`src/rtl/video_timing_gen.sv`:
```
// video_timing_gen: parametrised raster timing generator (hs/vs/de, pixel
// coordinates, frame/line strobes) driven from a single pixel clock.
//
// Ports:
//   clk          pixel clock
//   rst          synchronous active-high reset
//   en           run request, sampled every cycle
//   hs, vs       sync outputs, asserted level HS_POL / VS_POL
//   de           data enable, high on active pixels
//   active_x/y   pixel column/row while de, else 0
//   frame_start  1-cycle pulse at h=0, v=0
//   line_start   1-cycle pulse at h=0 of every line
//   running      high while a frame is being generated
//   rgb          colour-bar pixel {R,G,B}
//
// Optional feature: define VTG_PATTERN_EN to build the colour-bar
// generator on rgb. Without it rgb is tied to zero.
//
// Counter order within a line (and lines within a frame):
//   sync, back porch, active, front porch.
// All outputs are registered one cycle after the counter position.

module video_timing_gen #(
   parameter int   CW       = 12,
   parameter int   H_ACTIVE = 800,
   parameter int   H_FP     = 210,
   parameter int   H_SYNC   = 1,
   parameter int   H_BP     = 182,
   parameter int   V_ACTIVE = 480,
   parameter int   V_FP     = 45,
   parameter int   V_SYNC   = 1,
   parameter int   V_BP     = 8,
   parameter logic HS_POL   = 1'b0,
   parameter logic VS_POL   = 1'b0
) (
   input  logic          clk,
   input  logic          rst,
   input  logic          en,
   output logic          hs,
   output logic          vs,
   output logic          de,
   output logic [CW-1:0] active_x,
   output logic [CW-1:0] active_y,
   output logic          frame_start,
   output logic          line_start,
   output logic          running,
   output logic [23:0]   rgb
);

   localparam int H_TOTAL  = H_SYNC + H_BP + H_ACTIVE + H_FP;
   localparam int V_TOTAL  = V_SYNC + V_BP + V_ACTIVE + V_FP;
   localparam int HA_START = H_SYNC + H_BP;
   localparam int HA_END   = HA_START + H_ACTIVE;
   localparam int VA_START = V_SYNC + V_BP;
   localparam int VA_END   = VA_START + V_ACTIVE;

   localparam logic [CW-1:0] H_LAST = CW'(H_TOTAL - 1);
   localparam logic [CW-1:0] V_LAST = CW'(V_TOTAL - 1);
   localparam logic [CW-1:0] H_SW   = CW'(H_SYNC);
   localparam logic [CW-1:0] V_SW   = CW'(V_SYNC);
   localparam logic [CW-1:0] H_AS   = CW'(HA_START);
   localparam logic [CW-1:0] H_AE   = CW'(HA_END);
   localparam logic [CW-1:0] V_AS   = CW'(VA_START);
   localparam logic [CW-1:0] V_AE   = CW'(VA_END);

   // Reject timings the counters cannot represent or that make no sense.
   if (H_TOTAL > (2 ** CW) - 1 || V_TOTAL > (2 ** CW) - 1 ||
       H_ACTIVE == 0 || V_ACTIVE == 0 ||
       H_SYNC == 0 || V_SYNC == 0) begin : g_bad_cfg
      $error("video_timing_gen: illegal timing parameters");
   end

   typedef enum logic {
      IDLE = 1'b0,
      RUN  = 1'b1
   } state_t;

   state_t        state;
   logic [CW-1:0] h_cnt;
   logic [CW-1:0] v_cnt;

   logic run;
   logic h_vis;
   logic v_vis;
   logic de_d;

   always_comb begin
      run   = (state == RUN);
      h_vis = (h_cnt >= H_AS) && (h_cnt < H_AE);
      v_vis = (v_cnt >= V_AS) && (v_cnt < V_AE);
      de_d  = run && h_vis && v_vis;
   end

   // State, counters and registered timing outputs.
   always_ff @(posedge clk) begin
      if (rst) begin
         state       <= IDLE;
         h_cnt       <= '0;
         v_cnt       <= '0;
         hs          <= ~HS_POL;
         vs          <= ~VS_POL;
         de          <= 1'b0;
         active_x    <= '0;
         active_y    <= '0;
         frame_start <= 1'b0;
         line_start  <= 1'b0;
         running     <= 1'b0;
      end else begin
         unique case (state)
            IDLE: begin
               h_cnt <= '0;
               v_cnt <= '0;
               if (en) begin
                  state <= RUN;
               end
            end
            RUN: begin
               if (h_cnt == H_LAST) begin
                  h_cnt <= '0;
                  if (v_cnt == V_LAST) begin
                     v_cnt <= '0;
                     // Stopping is only possible on a frame boundary.
                     if (!en) begin
                        state <= IDLE;
                     end
                  end else begin
                     v_cnt <= v_cnt + 1'b1;
                  end
               end else begin
                  h_cnt <= h_cnt + 1'b1;
               end
            end
         endcase

         if (run) begin
            hs          <= (h_cnt < H_SW) ? HS_POL : ~HS_POL;
            vs          <= (v_cnt < V_SW) ? VS_POL : ~VS_POL;
            de          <= de_d;
            active_x    <= de_d ? (h_cnt - H_AS) : '0;
            active_y    <= de_d ? (v_cnt - V_AS) : '0;
            frame_start <= (h_cnt == '0) && (v_cnt == '0);
            line_start  <= (h_cnt == '0);
            running     <= 1'b1;
         end else begin
            hs          <= ~HS_POL;
            vs          <= ~VS_POL;
            de          <= 1'b0;
            active_x    <= '0;
            active_y    <= '0;
            frame_start <= 1'b0;
            line_start  <= 1'b0;
            running     <= 1'b0;
         end
      end
   end

`ifdef VTG_PATTERN_EN

   localparam int BAR_W = H_ACTIVE / 8;
   localparam logic [CW-1:0] BW_LAST =
      CW'((BAR_W == 0) ? 0 : BAR_W - 1);
   // With fewer than 8 active pixels every pixel is remainder: black.
   localparam logic [2:0] IDX_FIRST =
      (BAR_W == 0) ? 3'd7 : 3'd0;

   function automatic logic [23:0] bar_colour(input logic [2:0] idx);
      logic [23:0] c;
      c = 24'h000000;
      unique case (idx)
         3'd0: c = 24'hFFFFFF;
         3'd1: c = 24'hFFFF00;
         3'd2: c = 24'h00FFFF;
         3'd3: c = 24'h00FF00;
         3'd4: c = 24'hFF00FF;
         3'd5: c = 24'hFF0000;
         3'd6: c = 24'h0000FF;
         3'd7: c = 24'h000000;
      endcase
      return c;
   endfunction

   logic [CW-1:0] bar_px;
   logic [2:0]    bar_idx;
   logic [CW-1:0] cur_px;
   logic [2:0]    cur_idx;
   logic [23:0]   rgb_q;

   // The first active pixel of each line restarts the bar sequence.
   always_comb begin
      cur_px  = bar_px;
      cur_idx = bar_idx;
      if (h_cnt == H_AS) begin
         cur_px  = '0;
         cur_idx = IDX_FIRST;
      end
   end

   always_ff @(posedge clk) begin
      if (rst) begin
         bar_px  <= '0;
         bar_idx <= '0;
         rgb_q   <= '0;
      end else begin
         if (de_d) begin
            if (cur_px == BW_LAST) begin
               bar_px  <= '0;
               // Saturate on black so remainder pixels stay black.
               bar_idx <= (cur_idx == 3'd7) ? cur_idx : cur_idx + 3'd1;
            end else begin
               bar_px  <= cur_px + 1'b1;
               bar_idx <= cur_idx;
            end
         end
         rgb_q <= de_d ? bar_colour(cur_idx) : 24'h0;
      end
   end

   assign rgb = rgb_q;

`else

   assign rgb = 24'h0;

`endif

endmodule

```
`config.mk`:
```
export PLATFORM = sky130hd
export DESIGN_NAME = video_timing_gen
export DESIGN_NICKNAME = d
export VERILOG_FILES = /design/src/rtl/video_timing_gen.sv
export SDC_FILE = /design/constraint.sdc
export NUM_CORES = 1
export LEC_CHECK = 0
export CORE_MARGIN = 2
export CORE_UTILIZATION = 43
export CTS_CLUSTER_DIAMETER = 50
export DETAILED_ROUTE_END_ITERATION = 12
export GPL_TIMING_DRIVEN = 0
export HOLD_SLACK_MARGIN = 0.03
export PLACE_DENSITY = 0.79
export SYNTH_ARGS = -nofsm -noshare
export SYNTH_HDL_FRONTEND = slang
export SYNTH_SLANG_ARGS = --single-unit
```
`constraint.sdc`:
```
create_clock -name clk -period 4.2 [get_ports clk]
set_clock_uncertainty 0.2 [all_clocks]
set_input_delay 0.84 -clock clk [delete_from_list [all_inputs] [get_ports clk]]
set_output_delay 0.84 -clock clk [all_outputs]
set_load 0.05 [all_outputs]
```
==> flow_summary.ini, run 1 <==
[status]
status = completed

[clocking]
post_cts_buffers = 0
cts_tree = yes
post_cts_resized = 0
holdBufCountCts = 0
cts_num_sinks = 55
cts_max_level = 2
clk_pin_slew_ns = 0.10
clock-root-buffer = clkbuf_8
clock_latency_ns = 0.31
cts_buffers = 5
clockBufferDepth = 2

[critical_path]
start_kind = register
r2r_slack_ns = 1.41
crit_path_end_kind = register
cp.required_ns = 4.22
cp_max_fo = 10
cp.arrival_ns = 2.81
worstSetupPathType = register to register

[drt]
drc = 0
vias_per_cell = 5.214
drtIter0Drc = 228
antenna_left = 0
drtPass1Iterations = 4
dr_total_vias = 2367
wirelength_mm = 5.730
post_drt_wl_per_cell_um = 12.62

[synth]
synth_edf_count = 0
yosysWarnings = 0
synthDistinctLibCells = 49
syn_avg_cell_area_sq_um = 8.596
synth-main-ff-cell = dfxtp_1
yosysSeqAreaShare_pct = 40.67
syn_inst = 315
ys_ff_latch = 55
async_reset_ff_share_pct = 0
syn_area_sq_mm = 0.002708

[die]
fp.dieW_um = 83.35
core_region_area_sq_mm = 0.005991
fp-row-count = 28
io_pins = 57
die-area_sq_mm = 0.006947
die_y_um = 83.35
initial_utilization_pct = 45.20

[timing]
tightest_slew_ns = 1.005
setup_viol = 0
period_needed_ns = 2.789
hold_viol = 0
timing.setup.tns_ns = 0
holdWs_ns = 0.3148
fmax_mhz = 358.5
relSlewSlack_pct = 32.41
fin_crit_sh_pct = 66.42
report.final.slew_viol_count = 0
rsz0062_at_grt = false

[placed_design]
place.gp.congestion = 0.8858
hpwl_mm = 4.274
portBuffers = 32

[power_and_ir_drop]
total_power_w = 0.0009115
leakagePower_nw = 1.266
powerDensity_mw_per_mm2 = 276.1
vdd_drop_max_mv = 0.1408

[layout]
fin_nets = 388
area_delta_synth_final_pct = 21.90
antenna_cells = 0
layout-drive-gt1-share_pct = 10.82

[grt]
antenna_found_initial = 0
grt_max_degree = 18
grt_pass1_wl_mm = 9.494
track_usage_pct = 16.36
grt_pass1_vias = 2104
grt_overflow = 0

[hold_path]
hold_class = register to register

[run]
drv_cap = 0
[metal layers]
layer  vias to the layer above  wire length (um)  part of all wire [%]  track usage (%)
li1                       1197                 -                     -                -
met1                      1060              2675                    47            21.26
met2                        97              2504                    44            26.10
met3                        13               420                   7.3            3.877
met4                         0               129                   2.3            6.557
met5                         -                 0                     0                0
[registers in the layout, summed over array words and instances, names as in the netlist]
register	flops
active_x	12
active_y	12
h_cnt	12
v_cnt	12
de	1
frame_start	1
hs	1
line_start	1
run	1
running	1
vs	1
[kinds of logic (layout without fill, tap and decap cells)]
group,count (synthesis),after routing,share of synthesized area [%]
AND/OR/NAND/NOR,129,129,26.48
XOR/XNOR,22,22,7.117
AO/OA/AOI/OAI,45,45,10.77
other,1,25,0.1385
adder cells (fa/ha/maj),7,7,3.235
buffers and inverters,56,96,11.60
flip-flops,55,55,40.67
[layout make-up]
type | count | area, sq um
Inverter | 9 | 33.78
Tap cell | 75 | 93.84
Multi-Input combinational cell | 228 | 1383
Fill cell | 543 | 2690
Timing Repair Buffer | 32 | 320.3
Clock buffer | 5 | 68.82
Buffer | 47 | 280.3
Clock inverter | 3 | 20.02
Sequential cell | 55 | 1101
[synth_stat cells (all sizes together) (3+ instances only)]
cell	number	area share [%]
a21oi	15	2.8
a31oi	3	0.69
and2	3	0.69
and3	7	1.6
buf	27	7.5
clkbuf	20	2.8
dfxtp	55	41
ha	7	3.2
inv	8	1.1
nand2	14	1.9
nand2b	4	0.92
nand3	8	1.5
nand4	13	3.0
nor2	19	2.6
nor3	27	5.0
nor3b	3	0.83
nor4	8	1.8
o21ai	6	1.1
o22ai	3	0.69
or3	9	2.1
or4	4	1.2
xnor2	15	4.9
xor2	7	2.3
[per-stage QoR]
stage               instances  area (sq um)  utilization, %  setup slack, ns
global placement          446          3212           53.61            1.251
global route              454          3301           55.10            1.142
finish                    454          3301           55.10            1.411
floorplan                 339          2798               -            1.743
CTS                       454          3301           55.10            1.414
detailed placement        446          3212           53.61            1.213
[worst max-delay path, cell delays in order (launching register included)]
cell and delay [ns]:
dfxtp_1 0.31, buf_4 0.17, or4_4 0.52, nor4_1 0.86, nand2_1 0.31, o32ai_1 0.33
[final timing paths]
kind / startpoint / to / cells past startpoint
hold / removal: run / run / 2
setup / recovery: h_cnt[4] / v_cnt[11] / 5
setup reg to reg: h_cnt[4] / v_cnt[11] / 5
hold reg to reg: run / run / 2
[cells in the final DEF, fill, tap and decap left out, drive strengths merged, types with 9 or more instances in the layout]
cell type       n
a21oi          15
buf            27
clkbuf         25
clkdlybuf4s50  32
conb           25
dfxtp          55
nand2          14
nand4          13
nor2           19
nor3           27
or3             9
xnor2          15
[where the power goes]
group,leakage (nW),internal [W],switching (W),total (W)
sequential,0.445,0.000526,0.00000291,0.000529
combinational,0.781,0.0000263,0.0000713,0.0000976
clock,0.0402,0.000116,0.000169,0.000285
Note: power is estimated with default switching activity, not from simulation.
==> inputs of run 2 (changes only) <==
PLACE_DENSITY = 0.82   (was 0.79)
clock period = 2.4 ns   (was 4.2 ns; I/O delays follow)
==> run 2 against run 1 <==
Routed wire length grew 8.3%; non-clock buffer count grew 6; largest power group unchanged; die area is the same; global-route usage grew 0.65 points; count of clock-buffer cells in the layout is the same; fmax grew 19%; core utilization grew 2.0 points; sequential cell count is the same.
==> flow_summary.ini, run 2 (synthesis gave the netlist of run 1 again) <==
[status]
status = completed

[drt]
dr_total_vias = 2513
drtIter0Drc = 230
antenna_left = 0
vias_per_cell = 5.463
wirelength_mm = 6.208
drtPass1Iterations = 5
post_drt_wl_per_cell_um = 13.50
drc = 0

[critical_path]
cp_max_fo = 10
crit_path_top_delay_cell = nor2_1
start_kind = register
worstSetupPathType = register to register
cp.arrival_ns = 2.31
path_cells = clkbuf_1 > nand4_1 > nor2_1 > clkbuf_1 > nor3_1
crit_top_cell = clkbuf_1
slowest_delay_ns = 0.43
cp.required_ns = 2.38
crit_path_end_kind = register

[clocking]
clockBufferDepth = 2
cts_max_level = 2
clock-root-buffer = clkbuf_8
cts_num_sinks = 55
cts_buffers = 5
cts_tree = yes
clock_latency_ns = 0.30
clk_pin_slew_ns = 0.09

[timing]
period_needed_ns = 2.335
hold_viol = 0
timing.setup.tns_ns = 0
setup_viol = 0
tightest_slew_ns = 0.5555
fmax_mhz = 428.3
report.final.slew_viol_count = 0
relSlewSlack_pct = 62.97
fin_crit_sh_pct = 97.28
holdWs_ns = 0.3059

[layout]
fill_cells = 545
fin_nets = 394
layoutNonFillerInstCount = 460
area_delta_synth_final_pct = 26.29
antenna_cells = 0
fin_area_sq_mm = 0.003420
layout-drive-gt1-share_pct = 16.36
layout_commonest_cell = dfxtp_1
mostFrequentLayoutCells = dfxtp_1 (50), buf_4 (33), clkdlybuf4s50_1 (32)

[die]
fp-row-count = 28
core_region_area_sq_mm = 0.005991
die_y_um = 83.35
fp.dieW_um = 83.35
initial_utilization_pct = 45.20
io_pins = 57
die-area_sq_mm = 0.006947

[power_and_ir_drop]
powerDensity_mw_per_mm2 = 464.8
p_sw_w = 0.0004192
p_int_w = 0.001170
swShare_pct = 26.38
seqPwrFrac_pct = 58.1
p_clk_share_pct = 31.1
pwr-share-comb_pct = 10.9
leakagePower_nw = 1.329
vdd_drop_max_mv = 0.3248

[placed_design]
place.gp.congestion = 0.8616
dp.cells = 446
placed_area_sq_mm = 0.003212
portBuffers = 32
hpwl_mm = 4.448

[grt]
grt_pass1_wl_mm = 9.949
grt_max_degree = 18
track_usage_pct = 17.01
use_met1_pct = 22.21
antenna_found_initial = 0
grt_pass1_vias = 2186
grt_use_met2_pct = 28.01
busiest_layer = met2
met3_usage_pct = 3.579
grt_overflow = 0

[hold_path]
hold_class = register to register

[run]
drv_cap = 0
run 2: critical path: cells and delay by family, from the launching register on:
| family | cells | cell delay [ns] |
|---|---|---|
| and+or+nand+nor | 3 | 0.82 |
| DFF | 1 | 0.39 |
| buffers and inverters | 2 | 0.80 |
run 2: timing repair:
| item | CTS | global route |
|---|---|---|
| pin swaps | 6 | 3 |
| buffers inserted | 2 | 7 |
| hold endpoints to repair | 0 | 0 |
| hold buffers | 0 | 0 |
| endpoints found under the setup margin | 44 | 45 |
| resized for setup | 14 | 16 |
| cloned | 0 | 0 |
run 2: path summary, 6_finish.rpt:
| check | slack, ns | end | from | cells after the start |
|---|---|---|---|---|
| worst max-delay path | 0.07 | active_x[8] | h_cnt[7] | 5 |
| worst min register to register | 0.31 | run | run | 2 |
| worst max register to register | 0.07 | active_x[8] | h_cnt[7] | 5 |
| worst min-delay path | 0.31 | run | run | 2 |
run 2: metal layers:
metal | wire length [um] | vias up
met3 | 534 | 24
met1 | 2723 | 1135
li1 | - | 1216
met2 | 2774 | 138
met4 | 176 | 0
met5 | 0 | -
run 2: final cells by class:
type,instances,area [sq um],share of cell area [%]
Multi-Input combinational cell,228,1434,41.93
Clock inverter,3,18.77,0.5488
Buffer,44,270.3,7.903
Sequential cell,55,1112,32.53
Inverter,9,33.78,0.9879
Clock buffer,5,68.82,2.012
Timing Repair Buffer,41,387.9,11.34
Tap cell,75,93.84,2.744
run 2: power groups by stage:
stage               registers (W)  clock network, W  logic, W
global placement         0.000946                 0  0.000168
detailed placement       0.000946                 0  0.000169
CTS                      0.000925          0.000510  0.000170
finish                   0.000923          0.000494  0.000173
floorplan                0.000964                 0  0.000129
global route             0.000924          0.000544  0.000181
run 2: through the flow:
| stage | utilization [%] | power (W) | worst slack [ns] |
|---|---|---|---|
| global placement | 53.61 | 0.001115 | -0.3631 |
| detailed placement | 53.61 | 0.001115 | -0.4293 |
| global route | 57.08 | 0.001649 | -0.05043 |
| floorplan | - | 0.001093 | 0.01106 |
| finish | 57.08 | 0.001589 | 0.06518 |
| CTS | 55.81 | 0.001605 | -0.1108 |
